==> config.mk <==
export PLATFORM = sky130hd
export DESIGN_NAME = load_store_unit
export DESIGN_NICKNAME = d
export VERILOG_FILES = /design/src/rtl/lsu_pkg.sv /design/src/rtl/lsu_align.sv /design/src/rtl/load_store_unit.sv
export SDC_FILE = /design/constraint.sdc
export NUM_CORES = 1
export LEC_CHECK = 0
export ABC_CLOCK_PERIOD_IN_PS = 2600
export CAP_MARGIN = 0
export CELL_PAD_IN_SITES_DETAIL_PLACEMENT = 1
export CELL_PAD_IN_SITES_GLOBAL_PLACEMENT = 1
export CORE_MARGIN = 5
export CORE_UTILIZATION = 35
export CTS_CLUSTER_DIAMETER = 120
export DETAILED_ROUTE_END_ITERATION = 10
export GPL_TIMING_DRIVEN = 0
export PLACE_DENSITY = 0.83
export SKIP_LAST_GASP = 1
export SLEW_MARGIN = 20
export SYNTH_ARGS = -nofsm -noshare
export SYNTH_HDL_FRONTEND = slang
export SYNTH_SLANG_ARGS = --single-unit
==> constraint.sdc <==
create_clock -name clk -period 2.6 [get_ports clk]
set_clock_uncertainty 0.1 [all_clocks]
set_input_delay 0.52 -clock clk [delete_from_list [all_inputs] [get_ports clk]]
set_output_delay 0.52 -clock clk [all_outputs]
set_load 0.05 [all_outputs]
==> src/rtl/lsu_pkg.sv <==
// Shared types and constants for the load/store unit.
package lsu_pkg;
  localparam int unsigned ADDR_W = 16;
  localparam logic MEM_WORD = 1'b0;
  localparam logic MEM_BYTE = 1'b1;

  typedef enum logic [2:0] {IDLE, ACC0, WAIT0, ACC1, WAIT1, RESP} lsuState_e;
endpackage

==> src/rtl/lsu_align.sv <==
// Split decision, per-phase address/data/size and load byte merge/extension.
module lsu_align
  import lsu_pkg::*;
(
  input  logic [ADDR_W-1:0] addr,
  input  logic [15:0]       wdata,
  input  logic              isByte,
  input  logic              isSigned,
  input  logic              phase1,
  input  logic [7:0]        loByte,
  input  logic [15:0]       readData,
  output logic              split,
  output logic [ADDR_W-1:0] phAddr,
  output logic [15:0]       phWData,
  output logic              phSize,
  output logic [15:0]       loadResult
);
  always_comb begin
    split   = !isByte & addr[0];
    phAddr  = phase1 ? addr + 1'b1 : addr;
    phSize  = (phase1 | isByte | split) ? MEM_BYTE : MEM_WORD;
    phWData = wdata;
    if (split) phWData = phase1 ? {8'h00, wdata[15:8]} : {8'h00, wdata[7:0]};

    if (isByte)     loadResult = {{8{isSigned & readData[7]}}, readData[7:0]};
    else if (split) loadResult = {readData[7:0], loByte};
    else            loadResult = readData;
  end
endmodule

==> src/rtl/load_store_unit.sv <==
// Single-outstanding load/store initiator driving data_memory's port set.
module load_store_unit
  import lsu_pkg::*;
#(
  parameter int RD_LAT = 1
) (
  input  logic              clk,
  input  logic              rst,
  input  logic              req_valid,
  output logic              req_ready,
  input  logic              req_we,
  input  logic [ADDR_W-1:0] req_addr,
  input  logic [15:0]       req_wdata,
  input  logic              req_byte,
  input  logic              req_signed,
  input  logic              req_d,
  output logic              rsp_valid,
  output logic [15:0]       rsp_rdata,
  output logic              MemRead,
  output logic              MemWrite,
  output logic [ADDR_W-1:0] ReadAddr,
  output logic [ADDR_W-1:0] WriteAddr,
  output logic [15:0]       writeData,
  input  logic [15:0]       readData,
  output logic              MemSize,
  output logic              MemD
);
  localparam bit HAS_WAIT = (RD_LAT != 0);
  localparam logic [1:0] WAIT_INIT = HAS_WAIT ? 2'(RD_LAT - 1) : 2'd0;

  lsuState_e state, nextState;
  logic              latWe, latByte, latSigned, latD;
  logic [ADDR_W-1:0] latAddr;
  logic [15:0]       latWData;
  logic [7:0]        loByte;
  logic [1:0]        waitCnt;

  logic              accept, selWe, selByte, selSigned, selD;
  logic [ADDR_W-1:0] selAddr;
  logic [15:0]       selWData;
  logic              phase1Next, activeNext, accNext, inAcc, inWait, capture;
  logic              split, phSize;
  logic [ADDR_W-1:0] phAddr;
  logic [15:0]       phWData, loadResult;

  // Memory outputs are registered from the next state, so on the accept edge
  // the phase-0 values must come straight from the request inputs.
  always_comb begin
    accept    = (state == IDLE) & req_valid;
    selWe     = accept ? req_we     : latWe;
    selByte   = accept ? req_byte   : latByte;
    selSigned = accept ? req_signed : latSigned;
    selD      = accept ? req_d      : latD;
    selAddr   = accept ? req_addr   : latAddr;
    selWData  = accept ? req_wdata  : latWData;
  end

  lsu_align uAlign (
    .addr      (selAddr),
    .wdata     (selWData),
    .isByte    (selByte),
    .isSigned  (selSigned),
    .phase1    (phase1Next),
    .loByte    (loByte),
    .readData  (readData),
    .split     (split),
    .phAddr    (phAddr),
    .phWData   (phWData),
    .phSize    (phSize),
    .loadResult(loadResult)
  );

  always_comb begin
    nextState = state;
    inAcc     = (state == ACC0) | (state == ACC1);
    inWait    = (state == WAIT0) | (state == WAIT1);
    unique case (state)
      IDLE:  if (req_valid) nextState = ACC0;
      ACC0:  if (!latWe && HAS_WAIT) nextState = WAIT0;
             else                    nextState = split ? ACC1 : RESP;
      WAIT0: if (waitCnt == 2'd0)    nextState = split ? ACC1 : RESP;
      ACC1:  nextState = (!latWe && HAS_WAIT) ? WAIT1 : RESP;
      WAIT1: if (waitCnt == 2'd0)    nextState = RESP;
      RESP:  nextState = IDLE;
      default: nextState = IDLE;
    endcase
    phase1Next = (nextState == ACC1) | (nextState == WAIT1);
    accNext    = (nextState == ACC0) | (nextState == ACC1);
    activeNext = accNext | (nextState == WAIT0) | (nextState == WAIT1);
    capture    = !latWe & ((inAcc & !HAS_WAIT) | (inWait & (waitCnt == 2'd0)));
    req_ready  = (state == IDLE);
    rsp_valid  = (state == RESP);
  end

  always_ff @(posedge clk or negedge rst) begin
    if (!rst) begin
      state     <= IDLE;
      latWe     <= 1'b0;
      latByte   <= 1'b0;
      latSigned <= 1'b0;
      latD      <= 1'b0;
      latAddr   <= '0;
      latWData  <= '0;
      loByte    <= '0;
      waitCnt   <= '0;
      rsp_rdata <= '0;
      MemRead   <= 1'b0;
      MemWrite  <= 1'b0;
      ReadAddr  <= '0;
      WriteAddr <= '0;
      writeData <= '0;
      MemSize   <= 1'b0;
      MemD      <= 1'b0;
    end else begin
      state <= nextState;
      if (accept) begin
        latWe     <= req_we;
        latByte   <= req_byte;
        latSigned <= req_signed;
        latD      <= req_d;
        latAddr   <= req_addr;
        latWData  <= req_wdata;
      end
      if (inAcc && (nextState == WAIT0 || nextState == WAIT1)) waitCnt <= WAIT_INIT;
      else if (inWait && waitCnt != 2'd0)                      waitCnt <= waitCnt - 2'd1;
      if (capture) begin
        if (nextState == RESP) rsp_rdata <= loadResult;
        else                   loByte    <= readData[7:0];
      end
      MemRead   <= activeNext & !selWe;
      MemWrite  <= accNext & selWe;
      ReadAddr  <= (activeNext & !selWe) ? phAddr : '0;
      WriteAddr <= (accNext & selWe) ? phAddr : '0;
      writeData <= (accNext & selWe) ? phWData : '0;
      MemSize   <= activeNext ? phSize : MEM_WORD;
      MemD      <= activeNext & selD;
    end
  end
endmodule

* After elaboration in Yosys (flattened, before gate mapping)
Index checks and enable logic that the tools add are counted.
** Word-level totals
- Word-level logic and storage cells :: 83
- Input bits :: 55
- Output and inout port bits :: 70
- Register bits :: 117
** Operators by class
- Add/subtract/negate cells :: 2
- Eq/ne operators :: 10
- Mux-type cells :: 25
- Bitwise logic cells :: 17
- Reductions and logical operators :: 12
** Operator list (count)
- two-way mux 16 bit :: 9
- adder 16 x 1 -> 16 bit, second input constant :: 1
- two-way mux 3 bit :: 5
- one-hot mux 3 bit (5 select lines) :: 1
- equality test 3 x 2 -> 1 bit, second input constant :: 4
- equality test 3 bit, second input constant :: 4
- AND 1 bit :: 8
- two-way mux 8 bit :: 1
- OR 1 bit :: 8
- two-way mux 1 bit :: 7
- equality test 3 x 1 -> 1 bit, second input constant :: 2
- two-way mux 2 bit :: 2
- AND reduction 2 bit :: 2
- nonzero test 2 bit :: 2
- zero test 1 bit :: 3
- zero test 3 bit :: 1
- logical AND 1 bit :: 2
- zero test 2 bit :: 1
- subtractor 2 x 1 -> 2 bit, second input constant :: 1
- logical OR 1 bit :: 1
- NOT 1 bit :: 1

* Logic depth before layout (Yosys ltp)
Gate-level depths: netlist (run 1).
- Depth after elaboration :: 14
- Gate-level depth with buffers :: 12
- Depth with buffers taken out :: 9

* By module
From an unflattened synthesis (run 1), not the netlist that was laid out.
** Second synthesis, totals
- Cells, all modules :: 384
- Area, all modules :: 5067.4 µm²
** By module, submodules not included
- load_store_unit :: area each 4290.4 µm², cells each 281, instances 1
- lsu_align :: area each 777.0 µm², cells each 103, instances 1

* Worst setup path after synthesis (run 1)
No wires, ideal clock.
- Kind :: register to register
- From :: reg state[1]
- To :: reg ReadAddr[10]
- Buffers on the path :: 3
- Data arrival time :: 2531 ps
- Setup time :: 123 ps
- Cell stages (with the launch flop) :: 11
- Period minus slack after synthesis :: 2754 ps
- Slack :: -154 ps
- Path through :: dfrtp_1 > buf_4 > or4b_4 > buf_6 > mux2_2 > buf_4 > ha_1 > nand2_1 > nor4_2 > xnor2_1 > nor2_1
** Between the ends
- Elaborated cells on any way between the ends :: 30
- Classes of those cells :: add/sub (1); eq/ne (8); mux (11); bitwise (7); reduce/logical (3)
** RTL lines
- start, declared :: RTL line load_store_unit.sv:31 : lsuState_e state, nextState;
- start signal, assigned :: RTL line load_store_unit.sv:115 : state <= nextState;
- zero test 3 bit * :: RTL line load_store_unit.sv:49 : accept = (state == IDLE) & req_valid;
- AND 1 bit * :: RTL line load_store_unit.sv:49
- two-way mux 16 bit *
- via selAddr[0] :: RTL line load_store_unit.sv:39 : logic [ADDR_W-1:0] selAddr;
- AND 1 bit :: RTL line lsu_align.sv:19 : split = !isByte & addr[0];
- two-way mux 3 bit :: RTL line load_store_unit.sv:80, load_store_unit.sv:81
- two-way mux 3 bit, on equally long branches :: RTL line load_store_unit.sv:81, load_store_unit.sv:79
- one-hot mux 3 bit (5 select lines) :: RTL line load_store_unit.sv:77 : unique case (state)
- equality test 3 x 1 -> 1 bit / equality test 3 x 2 -> 1 bit (equally long branches) :: RTL line load_store_unit.sv:88, load_store_unit.sv:87
- OR 1 bit :: RTL line load_store_unit.sv:88 : accNext = (nextState == ACC0) | (nextState == ACC1);
- OR 1 bit (2 in series) :: RTL line load_store_unit.sv:89 : activeNext = accNext | (nextState == WAIT0) | (nextState == WAIT1);
- AND 1 bit :: RTL line load_store_unit.sv:132 : ReadAddr <= (activeNext & !selWe) ? phAddr : '0;
- two-way mux 16 bit * :: RTL line load_store_unit.sv:132
- end signal, assigned :: RTL line load_store_unit.sv:132
- end, declared :: RTL line load_store_unit.sv:21 : output logic [ADDR_W-1:0] ReadAddr,
Mark *: on every way through the listed nets, which the timed path passes. The rest lies on a longest branch.
A chain may end at the register's enable or synchronous reset.

* Worst setup path in the final report (run 1)
- From :: in req_addr[3]
- To :: reg WriteAddr[14]
** Between the ends
- Cells in the longest elaborated chain, start to end :: 4
** Ends and longest elaborated chain
- start, declared :: RTL line load_store_unit.sv:12 : input logic [ADDR_W-1:0] req_addr,
- two-way mux 16 bit
- adder 16 x 1 -> 16 bit :: RTL line lsu_align.sv:20 : phAddr = phase1 ? addr + 1'b1 : addr;
- two-way mux 16 bit :: RTL line lsu_align.sv:20
- two-way mux 16 bit :: RTL line load_store_unit.sv:133 : WriteAddr <= (accNext & selWe) ? phAddr : '0;
- end signal, assigned :: RTL line load_store_unit.sv:133
- end, declared :: RTL line load_store_unit.sv:22 : output logic [ADDR_W-1:0] WriteAddr,
Every way passes these cells.

==> out/results.md, run 1 <==
| Result | This run | Unit |
|---|---|---|
| Crit path buffers/inverters | 1 | - |
| Clock latency on the worst-skew pair | 0.42 | ns |
| Via count of the routed design | 4,480 | - |
| Pre-antenna DRT Iters | 5 | - |
| Maximum clock rate | 372 | MHz |
| Post-layout power | 12.4 | mW |
| First-pass GRT wire length | 26.6 | mm |
| # diodes | 0 | - |
| Number of DRC violations after detailed routing | 0 | - |
| Clock tree from TritonCTS | yes | - |
| Slew HR | 0.611 | - |
| Register-to-Register Path Depth | 10 | - |
| R2r startpoint | state[1]$_DFF_PN0_ | - |
| Status | complete, but fails checks | - |
| Global Route Usage Sum | 0.193 | - |
| Most used flip-flop cell after synthesis | dfrtp_1 | - |
| Final HPWL DP | 11.3 | mm |
| Count of maximum capacitance violations | 0 | - |
| Worst R2R Setup Slack | -0.08 | ns |
| Number of buffers inserted during clock tree synthesis | 17 | - |
| Final Hold Violating Endpoints | 0 | - |
| Vias in the first global route | 4,952 | - |
| Count of port buffers added during placement | 124 | - |
| Largest net degree at the start of global routing | 62 | - |
| Growth of design area from synthesis to finish | 57.1 | % |
| Avg WL per Cell | 21.0 | um |
| Initial DRC Count | 252 | - |
| Leakage power | 3.65 | nW |
| Clock-pin slew on the worst setup and hold paths | 0.06 | ns |
| Count of fill cells added during filler insertion | 1,525 | - |
| Cell area after technology mapping | 0.00518 | mm2 |
| Gate count of the mapped netlist | 483 | - |
| CP required | 2.79 | ns |
| Destination of the worst hold path | rsp_rdata[15]$_DFFE_PN0P_ | - |
| Crit. End Element | register | - |
| Kind of cell adding the most delay to the critical path | simple AND/OR/NAND/NOR gates | - |
| Top fanout value on the critical path | 4 | - |
| Count of flip-flops with a built-in enable after synthesis | 0 | - |
| Library cell occupying the most area in the post-synthesis netlist | dfrtp_1 | - |
| Number of distinct library cells after synthesis | 51 | - |
| Final wirelength | 18.1 | mm |
| Clock net sink count | 117 | - |
| CP startpoint kind | primary input | - |
| Cell chosen for the clock root | clkbuf_16 | - |
| Final count of negative-setup-slack endpoints | 21 | - |
| Hold depth | 2 | - |
| Hold path startpoint | rsp_rdata[15]$_DFFE_PN0P_ | - |
| Power density over cell area | 1530 | mW/mm2 |
| Initial antenna violation count | 2 | - |
| Fin crit share | 1.03 | - |
| Data arrival at the endpoint of the critical path | 2.88 | ns |
| Total overflow reported by the global router | 0 | - |
| Minimum clock period | 2.69 | ns |
| Sequential element share of the synthesized area | 0.565 | - |
| Largest cells by area after synthesis | dfrtp_1 57%, nand2_1 6.9%, mux2_2 5.0%, mux2i_1 3.9%, nor2_1 3.8% | - |
| Cell with the most instances on the worst path | nor4_4 | - |
| Layout net count | 721 | - |
| Height of the die | 132 | um |
| Count of nets left with antenna violations after detail routing | 0 | - |
| I/O pin total | 125 | - |
| Final Wtd Congestion | 0.853 | - |
| Syn Area/Cell | 10.7 | um2 |
| H-Tree Level Count | 4 | - |
| Setup repair after global routing missed its margin | yes | - |
| Synth Register Bits | 117 | - |
| Slack of the critical path | -0.0866 | ns |
| Die X | 132 | um |
| Site Rows | 44 | - |
| Share of layout cells above drive strength 1 | 0.263 | - |
| Initial cell density of the core | 0.356 | - |
| Net count after synthesis | 540 | - |
| Setup Slack @ Placement | -1.41 | ns |
| Post-synthesis async set-or-reset flop share | 1.00 | - |
| Core outline area | 0.0145 | mm2 |
| Slowest cell delay on critical path | 0.59 | ns |
| Die area | 0.0173 | mm2 |
| Cell with the largest stage delay on the worst path | clkdlybuf4s50_1 | - |
| Kind of critical path | primary input to register | - |
| Post-route worst hold slack | 0.374 | ns |
| Top-area cell type share of the netlist area | 0.565 | - |
| Min-delay worst type | register to register | - |
| Series of cell instances along the critical path | clkdlybuf4s50_1, nand4_1, nor4_4, a2bb2o_2, nor4_4, xnor2_1, nor2_1 | - |
| Transition at the pin with the smallest max-transition slack | 0.577 | ns |
| Vias/cell | 5.21 | - |
| Violations in the final reports | negative setup slack | - |
| IR drop worst, VDD | 0.616 | mV |
| Buffer depth of the longest clock path | 2 | - |
| Worst r2r dst | ReadAddr[6]$_DFF_PN0_ | - |
| Max-slew violation count | 0 | - |
| Number of warnings printed during yosys synthesis | 0 | - |
==> where the power goes <==
part           internal (mW)  total, mW  switching [mW]  leakage [nW]
registers               2.50       2.85           0.345          1.52
clock network           1.48       2.35           0.867         0.289
logic                   2.86       7.22            4.36          1.84
total                   6.85       12.4            5.57          3.65
==> worst max path at each step <==
stage	from	endpoint	slack, ns	cells past startpoint
after global routing	state[1]$_DFF_PN0_	ReadAddr[6]$_DFF_PN0_	-0.14	10
after global placement	rst	writeData[10]$_DFF_PN0_	-3.51	1
after floorplan	state[1]$_DFF_PN0_	rsp_rdata[13]$_DFFE_PN0P_	-0.004	7
after detailed placement	req_valid	ReadAddr[5]$_DFF_PN0_	-1.41	10
final	req_addr[3]	WriteAddr[14]$_DFF_PN0_	-0.09	7
after CTS	state[1]$_DFF_PN0_	ReadAddr[15]$_DFF_PN0_	-0.04	8
==> metal layers <==
layer | wire length (um) | track usage | vias up
met2 | 9840 | 0.342 | 150
met4 | 394 | 0.0651 | 4
met3 | 1130 | 0.0692 | 34
met5 | 27 | 0 | -
met1 | 6690 | 0.216 | 2286
li1 | - | - | 2006
==> tightest hold or removal path, stage by stage, from the launching register on <==
cell,delay [ns]
dfrtp_1,0.34
nand2_1,0.04
o21ai_0,0.06
==> cell usage in the layout (no fill, tap or decap), drive strengths merged, types with 2 or more instances in the layout <==
master,instances
nor4,7
inv,10
nor2,53
dfrtp,117
a41oi,2
nor3,15
mux2,24
a311oi,2
or2,2
a211oi,3
bufinv,2
nand2b,3
and3,13
nor4b,5
a21oi,11
nand2,95
clkdlybuf4s50,120
o21ai,21
mux2i,22
dlygate4sd2,2
clkbuf,33
clkinvlp,2
a211o,2
ha,2
clkinv,5
nand3b,3
nor2b,2
buf,51
xnor2,17
nand3,10
nand4,4
==> registers in the layout, indices dropped and copies added (netlist names) <==
register and count:
WriteAddr 16, latAddr 16, latWe 1, latWData 16, rsp_rdata 16, writeData 16
state 3, latSigned 1, MemD 1, MemSize 1, loByte 8, MemRead 1
latD 1, MemWrite 1, ReadAddr 16, waitCnt 2, latByte 1
==> timing repair <==
| action | 4_1_cts | 5_1_grt |
|---|---|---|
| gates resized for setup | 65 | 60 |
| pin swaps | 20 | 23 |
| endpoints found under the setup margin | 77 | 71 |
| hold endpoints to repair | 56 | 0 |
| gates cloned | 1 | 2 |
| buffers inserted | 17 | 17 |
| hold buffers | 1 | 0 |
==> Yosys cell counts (all sizes together) (2+ instances only) <==
master    n
a311oi    2
nand2b    3
buf      13
nor2b     2
clkbuf   12
dfrtp   117
nand3b    3
inv       8
and3     13
o21ai    21
a41oi     2
xnor2    17
nor2     53
a21oi    11
or2       2
nand3    10
nand4     4
a211oi    3
nor4b     5
mux2i    22
a211o     2
nand2    95
nor3     15
mux2     24
nor4      7
ha        2
==> per-stage QoR <==
step,std cells,TNS [ns],area [um2],utilization
after floorplan,483,-0.00741,5230,-
after global placement,791,-482.29,6700,0.461
after detailed placement,792,-77.65,6730,0.463
after CTS,842,-0.371,7760,0.534
after global routing,860,-2.35,8140,0.560
final,860,-0.904,8140,0.560
==> cells by family (layout without fill, tap and decap cells) <==
group	count (synthesis)	after routing	synth area share
XOR/XNOR	18	18	0.0304
flip-flops	117	117	0.565
buffers and inverters	33	226	0.0312
AO/OA/AOI/OAI	50	50	0.0633
AND/OR/NAND/NOR	217	217	0.207
adder cells (fa/ha/maj)	2	2	0.00483
multiplexers	46	46	0.0985
==> cell type report <==
cell class	count	area, um2	share of cell area
flip-flops and latches	117	2930	0.360
multi-input cells	333	2510	0.309
repair buffers	163	1600	0.196
clock buffers	20	467	0.0574
plain buffers	24	243	0.0298
well taps	184	230	0.0283
clock inverters	11	125	0.0154
inverters	8	30.0	0.00369
No activity file was read; power rests on OpenSTA's default activity.
==> run 2: changes to the inputs <==
--- a/config.mk
+++ b/config.mk
@@ -5,16 +5,16 @@
 export SDC_FILE = /design/constraint.sdc
 export NUM_CORES = 1
 export LEC_CHECK = 0
-export ABC_CLOCK_PERIOD_IN_PS = 2600
+export ABC_CLOCK_PERIOD_IN_PS = 3100
 export CAP_MARGIN = 0
 export CELL_PAD_IN_SITES_DETAIL_PLACEMENT = 1
 export CELL_PAD_IN_SITES_GLOBAL_PLACEMENT = 1
 export CORE_MARGIN = 5
-export CORE_UTILIZATION = 35
+export CORE_UTILIZATION = 41
 export CTS_CLUSTER_DIAMETER = 120
 export DETAILED_ROUTE_END_ITERATION = 10
 export GPL_TIMING_DRIVEN = 0
-export PLACE_DENSITY = 0.83
+export PLACE_DENSITY = 0.91
 export SKIP_LAST_GASP = 1
 export SLEW_MARGIN = 20
 export SYNTH_ARGS = -nofsm -noshare
==> constraint.sdc (replaced) <==
create_clock -name clk -period 3.1 [get_ports clk]
set_clock_uncertainty 0.1 [all_clocks]
set_input_delay 0.62 -clock clk [delete_from_list [all_inputs] [get_ports clk]]
set_output_delay 0.62 -clock clk [all_outputs]
set_load 0.05 [all_outputs]
==> run 2 against run 1 <==
  * Total power is 27% lower
  * Count of clock-buffer cells in the layout increased by 6
  * Non-clock buffer count shrank 33
  * Combinational power shrank 33%
  * First-iteration DRC count fell by 22%
  * The flow still finishes with violations (negative setup slack)
  * Final area shrank 9.5%
  * Sequential cell count did not move
  * Setup slack gained 0.036 ns
  * Utilization grew 2.9 points
  * Via count shrank 4.3%
==> out/results.md, run 2 (synthesized netlist as in run 1, its figures left out) <==
| Result | This run | Unit | vs previous |
|---|---|---|---|
| Status | complete, but fails checks | - | unchanged |
| Violations in the final reports | negative setup slack | - | unchanged |
| Number of buffers inserted during clock tree synthesis | 17 | - | unchanged |
| First-pass GRT wire length | 25.8 | mm | was 26.6 mm |
| Count of maximum capacitance violations | 0 | - | unchanged |
| Cell with the largest stage delay on the worst path | clkdlybuf4s50_1 | - | unchanged |
| Layout net count | 688 | - | was 721 |
| I/O pin total | 125 | - | unchanged |
| Site Rows | 41 | - | was 44 |
| Avg WL per Cell | 20.4 | um | was 21.0 um |
| Max-slew violation count | 0 | - | unchanged |
| Slack of the critical path | -0.0505 | ns | was -0.0866 ns |
| Final wirelength | 16.6 | mm | was 18.1 mm |
| H-Tree Level Count | 4 | - | unchanged |
| Maximum clock rate | 317 | MHz |  |
| Slowest cell delay on critical path | 0.53 | ns | was 0.59 ns |
| Number of buffers inserted by hold repair at cts | 0 | - | was 1 |
| Transition at the pin with the smallest max-transition slack | 0.593 | ns | was 0.577 ns |
| Clock latency on the worst-skew pair | 0.42 | ns | about the same |
| CP required | 3.28 | ns | was 2.79 ns |
| Vias/cell | 5.27 | - | was 5.21 |
| Pre-antenna DRT Iters | 4 | - | was 5 |
| Highest-count cells in the layout ignoring fill and taps | 122 x clkdlybuf4s50_1, 117 x dfrtp_1, 94 x nand2_1 | - | was 120 x clkdlybuf4s50_1, 115 x dfrtp_1, 91 x nand2_1 |
| Kind of critical path | primary input to register | - | unchanged |
| Top fanout value on the critical path | 10 | - | was 4 |
| # diodes | 0 | - | unchanged |
| Final HPWL DP | 11.6 | mm | was 11.3 mm |
| Clock-pin slew on the worst setup and hold paths | 0.05 | ns | was 0.06 ns |
| Total negative slack for setup checks | -0.0966 | ns | was -0.904 ns |
| Total overflow reported by the global router | 0 | - | unchanged |
| Final Wtd Congestion | 0.870 | - | was 0.853 |
| Crit path buffers/inverters | 3 | - | was 1 |
| Clock net sink count | 117 | - | unchanged |
| Buffer depth of the longest clock path | 2 | - | unchanged |
| Core outline area | 0.0125 | mm2 | was 0.0145 mm2 |
| Number of DRC violations after detailed routing | 0 | - | unchanged |
| Count of nets left with antenna violations after detail routing | 0 | - | unchanged |
| Final count of negative-setup-slack endpoints | 2 | - | was 21 |
| Leakage power | 3.30 | nW | was 3.65 nW |
| Share of layout cells above drive strength 1 | 0.150 | - | was 0.263 |
| Die area | 0.0150 | mm2 | was 0.0173 mm2 |
| Series of cell instances along the critical path | clkdlybuf4s50_1, nor4b_4, buf_4, mux2_2, a211oi_1, clkbuf_4, nor4_2, xnor2_1, nor2_1 | - | was clkdlybuf4s50_1, nand4_1, nor4_4, a2bb2o_2, nor4_4, xnor2_1, nor2_1 |
| Growth of design area from synthesis to finish | 42.1 | % | was 57.1% |
| CP startpoint kind | primary input | - | unchanged |
| Slew HR | 0.599 | - | was 0.611 |
| Data arrival at the endpoint of the critical path | 3.33 | ns | was 2.88 ns |
| Largest net degree at the start of global routing | 62 | - | unchanged |
| Power density over cell area | 1220 | mW/mm2 | was 1530 mW/mm2 |
| Height of the die | 122 | um | was 132 um |
| Count of port buffers added during placement | 124 | - | unchanged |
| Kind of cell adding the most delay to the critical path | buffers and inverters | - | was simple AND/OR/NAND/NOR gates |
| Initial DRC Count | 197 | - | was 252 |
| Vias in the first global route | 4,842 | - | was 4,952 |
| Initial antenna violation count | 0 | - | was 2 |
| Global Route Usage Sum | 0.228 | - | was 0.193 |
| Min-delay worst type | primary input to asynchronous set/reset pin | - | was register to register |
| Cell chosen for the clock root | clkbuf_16 | - | unchanged |
| Initial cell density of the core | 0.414 | - | was 0.356 |
| Via count of the routed design | 4,287 | - | was 4,480 |
| Minimum clock period | 3.15 | ns |  |
| Crit. End Element | register | - | unchanged |
| Fin crit share | 1.02 | - |  |
| Die X | 122 | um | was 132 um |
| Clock tree from TritonCTS | yes | - | unchanged |
| Most common cell after layout, fill and taps aside | clkdlybuf4s50_1 | - | unchanged |
| IR drop worst, VDD | 0.614 | mV | was 0.616 mV |
| Final Hold Violating Endpoints | 0 | - | unchanged |
| Post-layout power | 9.01 | mW | was 12.4 mW |
## run 2: changes by cell type in the layout (fill, tap and decap cells not counted), moves of 4 or more
cell / before / now
buf_4: 34 / 8
nor3_1: 11 / 15
o21ai_0: 16 / 21
buf_6: 10 / 5
xnor2_2: 5 / 0
o21ai_1: 5 / 0
buf_2: 1 / 7
mux2_2: 18 / 23
mux2_4: 6 / 1
xnor2_1: 9 / 16
clkbuf_1: 1 / 10
## run 2: path summary, 6_finish.rpt
check / from / to / slack [ns] / depth (start not counted)
min in group clk: latWData[6]$_DFF_PN0_ / latWData[6]$_DFF_PN0_ / 0.39 / 2
max: req_valid / ReadAddr[4]$_DFF_PN0_ / -0.05 / 9
min: rst / WriteAddr[9]$_DFF_PN0_ / 0.07 / 1
min reg2reg: latWData[6]$_DFF_PN0_ / latWData[6]$_DFF_PN0_ / 0.39 / 2
max reg2reg: state[1]$_DFF_PN0_ / ReadAddr[4]$_DFF_PN0_ / 0.06 / 10
max in group asynchronous: rst / latAddr[15]$_DFF_PN0_ / 2.14 / 2
## run 2: timing repair
item / CTS / global route
buffers inserted: 4 / 2
pin swaps: 0 / 1
gates resized for setup: 9 / 21
endpoints found under the setup margin: 52 / 39
## run 2: layer usage
metal,vias to the layer above,global-route usage,routed length (um)
met5,-,0,0
met4,0,0.0938,353
met3,28,0.0700,988
met2,140,0.401,8830
met1,2176,0.256,6420
li1,1943,-,-
## run 2: final cells by class
type | count | area, um2
Buffer | 23 | 140
Clock buffer | 26 | 489
Clock inverter | 4 | 47.5
Fill cell | 1382 | 5150
Inverter | 8 | 30.0
Multi-Input combinational cell | 333 | 2200
Sequential cell | 117 | 2930
Tap cell | 172 | 215
Timing Repair Buffer | 131 | 1320
## run 2: metrics by stage
step           setup slack (ns)  area, um2  hold slack (ns)  std cells   util
3_3_place_gp              -3.04       6640            0.353        779  0.530
2_1_floorplan             0.319       5180            0.224        483      -
5_1_grt                 -0.0953       7360            0.124        814  0.588
4_1_cts                -0.00469       7260           0.0965        813  0.580
6_report                -0.0505       7360           0.0738        814  0.588
3_5_place_dp              -1.10       6670            0.369        780  0.533
## run 2: power by group
part	total [mW]	switching, mW	internal (mW)	leakage, nW
clock	1.79	0.644	1.15	0.260
combinational	4.83	3.17	1.66	1.52
sequential	2.39	0.285	2.10	1.52
total	9.01	4.10	4.91	3.30
